### src/rtl/triangle_setup.sv
// Triangle setup: sorts three vertices by y, splits at the middle vertex and
// produces fixed-point vertices and per-line x steps for both triangle halves.
module triangle_setup #(
    parameter int SLOPE_RES = 28,
    parameter int FRACT_RES = 16,
    parameter int COORD_RES = 12
) (
    input  logic                        pixel_clk,
    input  logic                        rst_n,
    input  logic                        start,
    input  logic signed [COORD_RES-1:0] x_v0,
    input  logic signed [COORD_RES-1:0] y_v0,
    input  logic signed [COORD_RES-1:0] x_v1,
    input  logic signed [COORD_RES-1:0] y_v1,
    input  logic signed [COORD_RES-1:0] x_v2,
    input  logic signed [COORD_RES-1:0] y_v2,
    output logic                        busy,
    output logic                        done,
    output logic signed [SLOPE_RES-1:0] b_x_p1,
    output logic signed [SLOPE_RES-1:0] b_y_p1,
    output logic signed [SLOPE_RES-1:0] b_x_p2,
    output logic signed [SLOPE_RES-1:0] b_y_p2,
    output logic signed [SLOPE_RES-1:0] b_x_p3,
    output logic signed [SLOPE_RES-1:0] b_y_p3,
    output logic signed [SLOPE_RES-1:0] b_dx_p1p2,
    output logic signed [SLOPE_RES-1:0] b_dx_p1p3,
    output logic signed [SLOPE_RES-1:0] t_x_p1,
    output logic signed [SLOPE_RES-1:0] t_y_p1,
    output logic signed [SLOPE_RES-1:0] t_x_p2,
    output logic signed [SLOPE_RES-1:0] t_y_p2,
    output logic signed [SLOPE_RES-1:0] t_x_p3,
    output logic signed [SLOPE_RES-1:0] t_y_p3,
    output logic signed [SLOPE_RES-1:0] t_dx_p1p2,
    output logic signed [SLOPE_RES-1:0] t_dx_p1p3
);
    // state     | meaning
    // IDLE      | waiting for start, vertices captured on start
    // SORT      | order captured vertices into top/mid/bot (stable)
    // DIV_LONG  | slope top->bot
    // DIV_TM    | slope top->mid
    // DIV_MB    | slope mid->bot
    // SPLIT     | x of the long edge at y_mid
    // ORDER     | pick left/right base, register all outputs
    // DONE      | one-cycle completion pulse

    localparam int DIFF_RES = COORD_RES + 1;
    localparam int CNT_RES  = $clog2(SLOPE_RES + 1);
    localparam logic [CNT_RES-1:0] CNT_LOAD = CNT_RES'(SLOPE_RES);

    typedef enum logic [2:0] {
        IDLE, SORT, DIV_LONG, DIV_TM, DIV_MB, SPLIT, ORDER, DONE
    } state_t;

    state_t state, state_nxt;

    logic signed [COORD_RES-1:0] vx [3];
    logic signed [COORD_RES-1:0] vy [3];
    logic [1:0]                  rank [3];
    logic signed [COORD_RES-1:0] x_top, y_top, x_mid, y_mid, x_bot, y_bot;

    logic [CNT_RES-1:0]          div_cnt;
    logic                        is_div, div_load, div_last;
    logic signed [DIFF_RES-1:0]  op_dx, op_dy;
    logic [DIFF_RES-1:0]         dx_mag;
    logic [SLOPE_RES-1:0]        div_quo, quo_nxt;
    logic [DIFF_RES-1:0]         div_rem, div_den;
    logic [DIFF_RES:0]           rem_shift;
    logic                        trial_ok, div_neg, div_zero;
    logic signed [SLOPE_RES-1:0] quotient;
    logic signed [SLOPE_RES-1:0] slope_long, slope_tm, slope_mb, x_split;
    logic signed [SLOPE_RES-1:0] fx_mid;
    logic                        mid_left;

    function automatic logic signed [SLOPE_RES-1:0] to_fixed(input logic signed [COORD_RES-1:0] c);
        return SLOPE_RES'(c) <<< FRACT_RES;
    endfunction

    always_ff @(posedge pixel_clk or negedge rst_n) begin
        if (!rst_n) state <= IDLE;
        else        state <= state_nxt;
    end

    always_comb begin
        state_nxt = state;
        case (state)
            IDLE:     if (start) state_nxt = SORT;
            SORT:     state_nxt = DIV_LONG;
            DIV_LONG: if (div_last) state_nxt = DIV_TM;
            DIV_TM:   if (div_last) state_nxt = DIV_MB;
            DIV_MB:   if (div_last) state_nxt = SPLIT;
            SPLIT:    state_nxt = ORDER;
            ORDER:    state_nxt = DONE;
            DONE:     state_nxt = IDLE;
            default:  state_nxt = IDLE;
        endcase
    end

    always_comb begin
        busy = (state != IDLE) && (state != DONE);
        done = (state == DONE);
    end

    assign is_div   = (state == DIV_LONG) || (state == DIV_TM) || (state == DIV_MB);
    assign div_load = is_div && (div_cnt == CNT_LOAD);
    assign div_last = is_div && (div_cnt == '0);

    // Each division: one load cycle at CNT_LOAD, then SLOPE_RES iterations down to 0.
    always_ff @(posedge pixel_clk or negedge rst_n) begin
        if (!rst_n)                   div_cnt <= CNT_LOAD;
        else if (is_div && !div_last) div_cnt <= div_cnt - CNT_RES'(1);
        else                          div_cnt <= CNT_LOAD;
    end

    // Stable rank: an earlier vertex wins ties, so it needs only <= against later ones.
    always_comb begin
        rank[0] = {1'b0, vy[1] <  vy[0]} + {1'b0, vy[2] <  vy[0]};
        rank[1] = {1'b0, vy[0] <= vy[1]} + {1'b0, vy[2] <  vy[1]};
        rank[2] = {1'b0, vy[0] <= vy[2]} + {1'b0, vy[1] <= vy[2]};
    end

    always_comb begin
        op_dx = '0;
        op_dy = '0;
        case (state)
            DIV_LONG: begin
                op_dx = DIFF_RES'(x_bot) - DIFF_RES'(x_top);
                op_dy = DIFF_RES'(y_bot) - DIFF_RES'(y_top);
            end
            DIV_TM: begin
                op_dx = DIFF_RES'(x_mid) - DIFF_RES'(x_top);
                op_dy = DIFF_RES'(y_mid) - DIFF_RES'(y_top);
            end
            DIV_MB: begin
                op_dx = DIFF_RES'(x_bot) - DIFF_RES'(x_mid);
                op_dy = DIFF_RES'(y_bot) - DIFF_RES'(y_mid);
            end
            default: ;
        endcase
        dx_mag = op_dx[DIFF_RES-1] ? DIFF_RES'(-op_dx) : DIFF_RES'(op_dx);
    end

    // Restoring step on magnitudes; dy is non-negative after the sort.
    always_comb begin
        rem_shift = {div_rem, div_quo[SLOPE_RES-1]};
        trial_ok  = rem_shift >= {1'b0, div_den};
        quo_nxt   = {div_quo[SLOPE_RES-2:0], trial_ok};
        if (div_zero)     quotient = '0;
        else if (div_neg) quotient = -$signed(quo_nxt);
        else              quotient = $signed(quo_nxt);
    end

    assign fx_mid   = to_fixed(x_mid);
    assign mid_left = fx_mid <= x_split;

    always_ff @(posedge pixel_clk or negedge rst_n) begin
        if (!rst_n) begin
            for (int i = 0; i < 3; i++) begin
                vx[i] <= '0;
                vy[i] <= '0;
            end
            x_top <= '0; y_top <= '0; x_mid <= '0; y_mid <= '0; x_bot <= '0; y_bot <= '0;
            div_quo <= '0; div_rem <= '0; div_den <= '0; div_neg <= 1'b0; div_zero <= 1'b0;
            slope_long <= '0; slope_tm <= '0; slope_mb <= '0; x_split <= '0;
            b_x_p1 <= '0; b_y_p1 <= '0; b_x_p2 <= '0; b_y_p2 <= '0; b_x_p3 <= '0; b_y_p3 <= '0;
            b_dx_p1p2 <= '0; b_dx_p1p3 <= '0;
            t_x_p1 <= '0; t_y_p1 <= '0; t_x_p2 <= '0; t_y_p2 <= '0; t_x_p3 <= '0; t_y_p3 <= '0;
            t_dx_p1p2 <= '0; t_dx_p1p3 <= '0;
        end else begin
            if (state == IDLE && start) begin
                vx[0] <= x_v0; vy[0] <= y_v0;
                vx[1] <= x_v1; vy[1] <= y_v1;
                vx[2] <= x_v2; vy[2] <= y_v2;
            end
            if (state == SORT) begin
                for (int i = 0; i < 3; i++) begin
                    if (rank[i] == 2'd0) begin x_top <= vx[i]; y_top <= vy[i]; end
                    if (rank[i] == 2'd1) begin x_mid <= vx[i]; y_mid <= vy[i]; end
                    if (rank[i] == 2'd2) begin x_bot <= vx[i]; y_bot <= vy[i]; end
                end
            end
            if (div_load) begin
                div_quo  <= SLOPE_RES'(dx_mag) << FRACT_RES;
                div_rem  <= '0;
                div_den  <= op_dy;
                div_neg  <= op_dx[DIFF_RES-1];
                div_zero <= (op_dy == '0);
            end else if (is_div) begin
                div_quo <= quo_nxt;
                div_rem <= trial_ok ? DIFF_RES'(rem_shift - {1'b0, div_den}) : rem_shift[DIFF_RES-1:0];
            end
            if (div_last) begin
                case (state)
                    DIV_LONG: slope_long <= quotient;
                    DIV_TM:   slope_tm   <= quotient;
                    default:  slope_mb   <= quotient;
                endcase
            end
            if (state == SPLIT)
                x_split <= to_fixed(x_top) + slope_long * (SLOPE_RES'(y_mid) - SLOPE_RES'(y_top));
            if (state == ORDER) begin
                b_x_p1 <= to_fixed(x_top);
                b_y_p1 <= to_fixed(y_top);
                t_x_p1 <= to_fixed(x_bot);
                t_y_p1 <= to_fixed(y_bot);
                b_y_p2 <= to_fixed(y_mid);
                b_y_p3 <= to_fixed(y_mid);
                t_y_p2 <= to_fixed(y_mid);
                t_y_p3 <= to_fixed(y_mid);
                if (mid_left) begin
                    b_x_p2 <= fx_mid;     b_x_p3 <= x_split;
                    t_x_p2 <= fx_mid;     t_x_p3 <= x_split;
                    b_dx_p1p2 <= slope_tm;   b_dx_p1p3 <= slope_long;
                    t_dx_p1p2 <= slope_mb;   t_dx_p1p3 <= slope_long;
                end else begin
                    b_x_p2 <= x_split;    b_x_p3 <= fx_mid;
                    t_x_p2 <= x_split;    t_x_p3 <= fx_mid;
                    b_dx_p1p2 <= slope_long; b_dx_p1p3 <= slope_tm;
                    t_dx_p1p2 <= slope_long; t_dx_p1p3 <= slope_mb;
                end
            end
        end
    end

endmodule
### config.mk
export PLATFORM = sky130hd
export DESIGN_NAME = triangle_setup
export DESIGN_NICKNAME = d
export VERILOG_FILES = /design/src/rtl/triangle_setup.sv
export SDC_FILE = /design/constraint.sdc
export NUM_CORES = 2
export LEC_CHECK = 0
export ABC_AREA = 1
export BUFFER_PORTS_ARGS = -buffer_cell sky130_fd_sc_hd__buf_4
export CAP_MARGIN = 10
export CORE_MARGIN = 5
export CORE_UTILIZATION = 41
export DETAILED_ROUTE_END_ITERATION = 16
export PLACE_DENSITY = 0.63
export SYNTH_ARGS = -nofsm -noshare
export SYNTH_HDL_FRONTEND = slang
export SYNTH_SLANG_ARGS = --single-unit
### constraint.sdc
create_clock -name pixel_clk -period 13.6 [get_ports pixel_clk]
set_clock_uncertainty 0.1 [all_clocks]
set_input_delay 1.36 -clock pixel_clk [delete_from_list [all_inputs] [get_ports pixel_clk]]
set_output_delay 1.36 -clock pixel_clk [all_outputs]
set_load 0.05 [all_outputs]
# Word level (Yosys, flattened, before mapping)
# Cells that the tools add are included.
[totals] ff_bits=548 latch_bits=0 elab_cells=145 rom_bits=0 out_inout_bits=450 mem_count=0 mem_bits_rw=0 in_bits=75
[op_classes] multipliers=1 bitwise=1 n_reduce_logical=27 magnitude_cmp=8 n_mux=40 shift=0 addsub=15 div=0 n_eq_ne=19
[op_table] op="two-way mux 28 bit" count=10
[op_table] op="two-way mux 12 bit" count=19
[op_table] op="subtractor 12 x 12 -> 13 bit" count=7
[op_table] op="case mux 13 bit (3 select lines)" count=2
[op_table] op="two-way mux 13 bit" count=3
[op_table] op="less-or-equal comparator 12 bit" count=3
[op_table] op="< comparator 12 bit" count=3
[op_table] op="adder 28 bit" count=1
[op_table] op="less-or-equal comparator 28 bit" count=1
[op_table] op="multiplier 28 x 13 -> 28 bit" count=1
[op_table] op="negation 28 bit" count=1
[op_table] op="case mux 3 bit (8 select lines)" count=1
[op_table] op=">= comparator 14 x 13 -> 1 bit" count=1
[op_table] op="logical NOT 13 bit" count=1
[op_table] op="subtractor 13 bit" count=1
[op_table] op="equality test 3 bit, second input constant" count=4
[op_table] op="two-way mux 3 bit" count=4
[op_table] op="negation 12 bit" count=1
[op_table] op="AND reduction 2 bit" count=6
[op_table] op="nonzero test 3 bit" count=4
[op_table] op="!= test 2 bit, second input constant" count=4
[op_table] op="adder 1 x 1 -> 2 bit" count=3
[op_table] op="equality test 2 x 1 -> 1 bit, second input constant" count=3
[op_table] op="equality test 2 bit, second input constant" count=3
[op_table] op="other kinds (16)" count=24

# Longest topological paths before layout
[depth] word_depth=7 depth_mapped=38 mapped_depth_nobuf=37

# Worst setup path before layout
# Ideal clock, no wire load.
[synth_path] path_type="flip-flop to flip-flop" from="register y_top[0]" to="register x_split[24]" period_less_slack_ps=6936 path_slack_ps=6664 stages_incl_launch_ff=34 n_path_buf=2 required_time_ps=13383 arrival_time_ps=6718 setup_time_ps=117 path_cell_list="dfrtp_1 -> ha_1 -> fa_1 -> inv_1 -> nand3_1 -> nand2_1 -> nand2_1 -> nand2_1 -> clkbuf_1 -> clkbuf_1 -> nand2_1 -> fa_1 -> fa_1 -> fa_1 -> fa_1 -> inv_1 -> fa_1 -> inv_1 -> fa_1 -> inv_1 -> ha_1 -> nand2_1 -> nor2_1 -> inv_1 -> o21ai_2 -> a21boi_1 -> o21ai_0 -> a21boi_1 -> o21ai_1 -> nand2_1 -> nand2_1 -> nand2_1 -> nand3_1 -> nand2_1"
[synth_between] elab_chain_cells=3
[synth_lines] item="from (decl)" line="59" source="logic signed [COORD_RES-1:0] x_top, y_top, x_mid, y_mid, x_bot, y_bot;"
[synth_lines] item="from (signal assigned)" line="176" source="if (rank[i] == 2'd0) begin x_top <= vx[i]; y_top <= vy[i]; end"
[synth_lines] item="subtractor 12 x 12 -> 13 bit" line="199" source="x_split <= to_fixed(x_top) + slope_long * (SLOPE_RES'(y_mid) - SLOPE_RES'(y_top));"
[synth_lines] item="multiplier 28 x 13 -> 28 bit" line="199"
[synth_lines] item="adder 28 bit" line="199"
[synth_lines] item="to (signal assigned)" line="199"
[synth_lines] item="to (decl)" line="70" source="logic signed [SLOPE_RES-1:0] slope_long, slope_tm, slope_mb, x_split;"
# Every way passes these cells.
# A chain may end at the register's enable or synchronous reset.

# Worst setup path after layout
[layout_path] from="register y_top[0]" to="register x_split[25]"
# The elaborated chain is that of the path after synthesis.

==> results.cfg <==
[run_status]
status = finished clean

[detailed_routing]
num_vias = 32400
wl_met3_um = 5830
route.detailed.drc = 0
ant_nets = 0
via_per_inst = 5.11
routed_wl_um = 115000
firstDrtPassIters = 6
drt_iter0_markers = 2440
drt-wirelength-per-cell_um = 18.2
routed.top_layer = met4
m1WireLength_um = 49100
wl_met2_um = 55400

[sta]
setup-tns-final_ns = 0
setup_violations = 0
worst_pin_slew_ns = 1.11
period_share_pct = 56.2
max_slew_margin_pct = 25.9
final_hold_viol_count = 0
min_period_ns = 7.65
fmax_mhz = 131
rsz0062_at_grt = false
slew_violations = 0

[clocking]
cts_resized = 0
ctsHoldBuffers = 0
clk_pin_slew_worst_paths_ns = 0.06
clock_tree.buffer_depth = 3
htree_levels = 3
numCtsBuffers = 66
cts_root_buf = clkbuf_16
clock_latency_ns = 0.65
cts.sink_count = 548
post-cts-setup-buffer-count = 0
cts_tree = done

[finish]
final_common_cell = nand2_1
antennaDiodeCount = 0
stdcell_area_um2 = 43600
layout-drive-gt1-share_pct = 12.4
postLayoutCoreUtil_pct = 46.6
area.growth.synth_to_final_pct = 12.8
reg.largest.list = vx x36, vy x36
final_cell_mix = nand2_1 (1,264), inv_1 (548), dfrtp_1 (545)
instances_no_fill = 6337
nets = 5517

[setup_path]
cpMostUsedCell = fa_1
setup.worst_path.class = flip-flop to flip-flop
crit_fanout = 22
critPathMaxStageDelay_ns = 0.59
worstPathRequired_ns = 13.99
start_kind = flip-flop
endpoint_kind = flip-flop
slowest_stage = inv_1
worstPathArrival_ns = 8.04

[synthesis]
synth.top_cell.area_share_pct = 35.3
synth_edf_count = 0
ys_seq_area_share_pct = 35.5
synth_seq_cells = 548
syn_area_um2 = 38600
synth.area.top_cells = dfrtp_1 (35%), nand2_1 (12%), fa_1 (12%), o21ai_0 (5.9%), ha_1 (5.8%)
synthCells = 4854
synthFlopType = dfrtp_1
avgSynthCellArea_um2 = 7.95
yosys_warnings = 0
synthArstFlopShare_pct = 100
yosys.area.top_type = dfrtp_1
synthDistinctLibCells = 55

[placed_design]
dp_hpwl_um = 89100
io_buffers = 396
placed_area_um2 = 41400
place_congestion = 0.929
placedCellCount = 6218

[floorplanning]
io_pins = 525
initial_core_util_pct = 41.3
core_area_um2 = 93500
rows = 112
dieArea_um2 = 100000
chipWidth_um = 317
die_y_um = 317

[grt]
grtUsageTotal_pct = 22.7
grt_pass1_vias = 31500
grt_pass1_wl_um = 179000
antenna_found_initial = 2
grt_max_degree = 168
grt-ovfl-total = 0

[flow_run]
drv_cap = 0

[min_path]
hp-class = flip-flop to flip-flop
==> synth_stat cells, drive strengths merged (2+ instances only) <==
master	count
a21boi	2
dfrtp	545
o221ai	3
o22ai	46
a21o	4
inv	557
dfstp	3
o21bai	9
o21ai	471
nand3	147
ha	180
mux2	36
o2111ai	4
nand2	1281
clkbuf	185
xnor2	18
a31oi	127
or2	10
o211ai	11
nand4	27
a21oi	173
buf	257
a32o	4
clkinv	5
o32ai	2
nor3	25
nor4	7
xor2	20
fa	230
o21a	28
nor2	420
nand3b	8
==> per-layer routing <==
metal	GRT usage [%]	up-vias
met5	0	-
met2	37.9	923
met3	2.91	203
li1	-	15600
met4	9.20	0
met1	30.0	15700
==> cell type report <==
class                   count  area (µm²)
flip-flops and latches    548       13700
repair buffers            425        3210
inverters                 562        2120
multi-input cells        3429       20800
fillers                  9224       49900
clock buffers              95        1890
well taps                1254        1570
clock inverters            24         299
==> per-stage QoR <==
stage,setup WS [ns],hold slack (ns)
after floorplan,6.66,0.303
after global placement,6.06,0.314
after CTS,5.99,0.324
final,5.95,0.323
after global routing,5.45,0.334
after detailed placement,5.99,0.316
==> worst paths after layout <==
path | start | endpoint | slack, ns | cells after the start
max | y_top[0] | x_split[25] | 5.95 | 29
min | div_cnt[0] | div_cnt[0] | 0.32 | 1
max reg2reg | y_top[0] | x_split[25] | 5.95 | 29
min reg2reg | div_cnt[0] | div_cnt[0] | 0.32 | 1
max in group asynchronous | rst_n | y_bot[7] | 10.53 | 3
min in group asynchronous | rst_n | t_x_p2[11] | 0.55 | 1
==> worst max-delay path: cells and delay by family (launching register included) <==
family                     cells  cell delay [ns]
adders and majority gates      9             3.75
AOI/OAI and AO/OA              8             1.50
buffers and inverters          5             0.90
and+or+nand+nor                7             0.84
DFF                            1             0.41
==> cell families after synthesis <==
kind of cell               synth area share [%]
DFF                                        35.5
and+or+nand+nor                            20.0
xor gates and xnor gates                  0.862
AOI/OAI and AO/OA                          12.8
adders and majority gates                  17.8
other                                   0.00971
muxes                                      1.05
buffers and inverters                      12.1
Power is left out: the tool's default activity adds up to more than one toggle a clock period on the data nets, which glitch-free logic cannot reach.
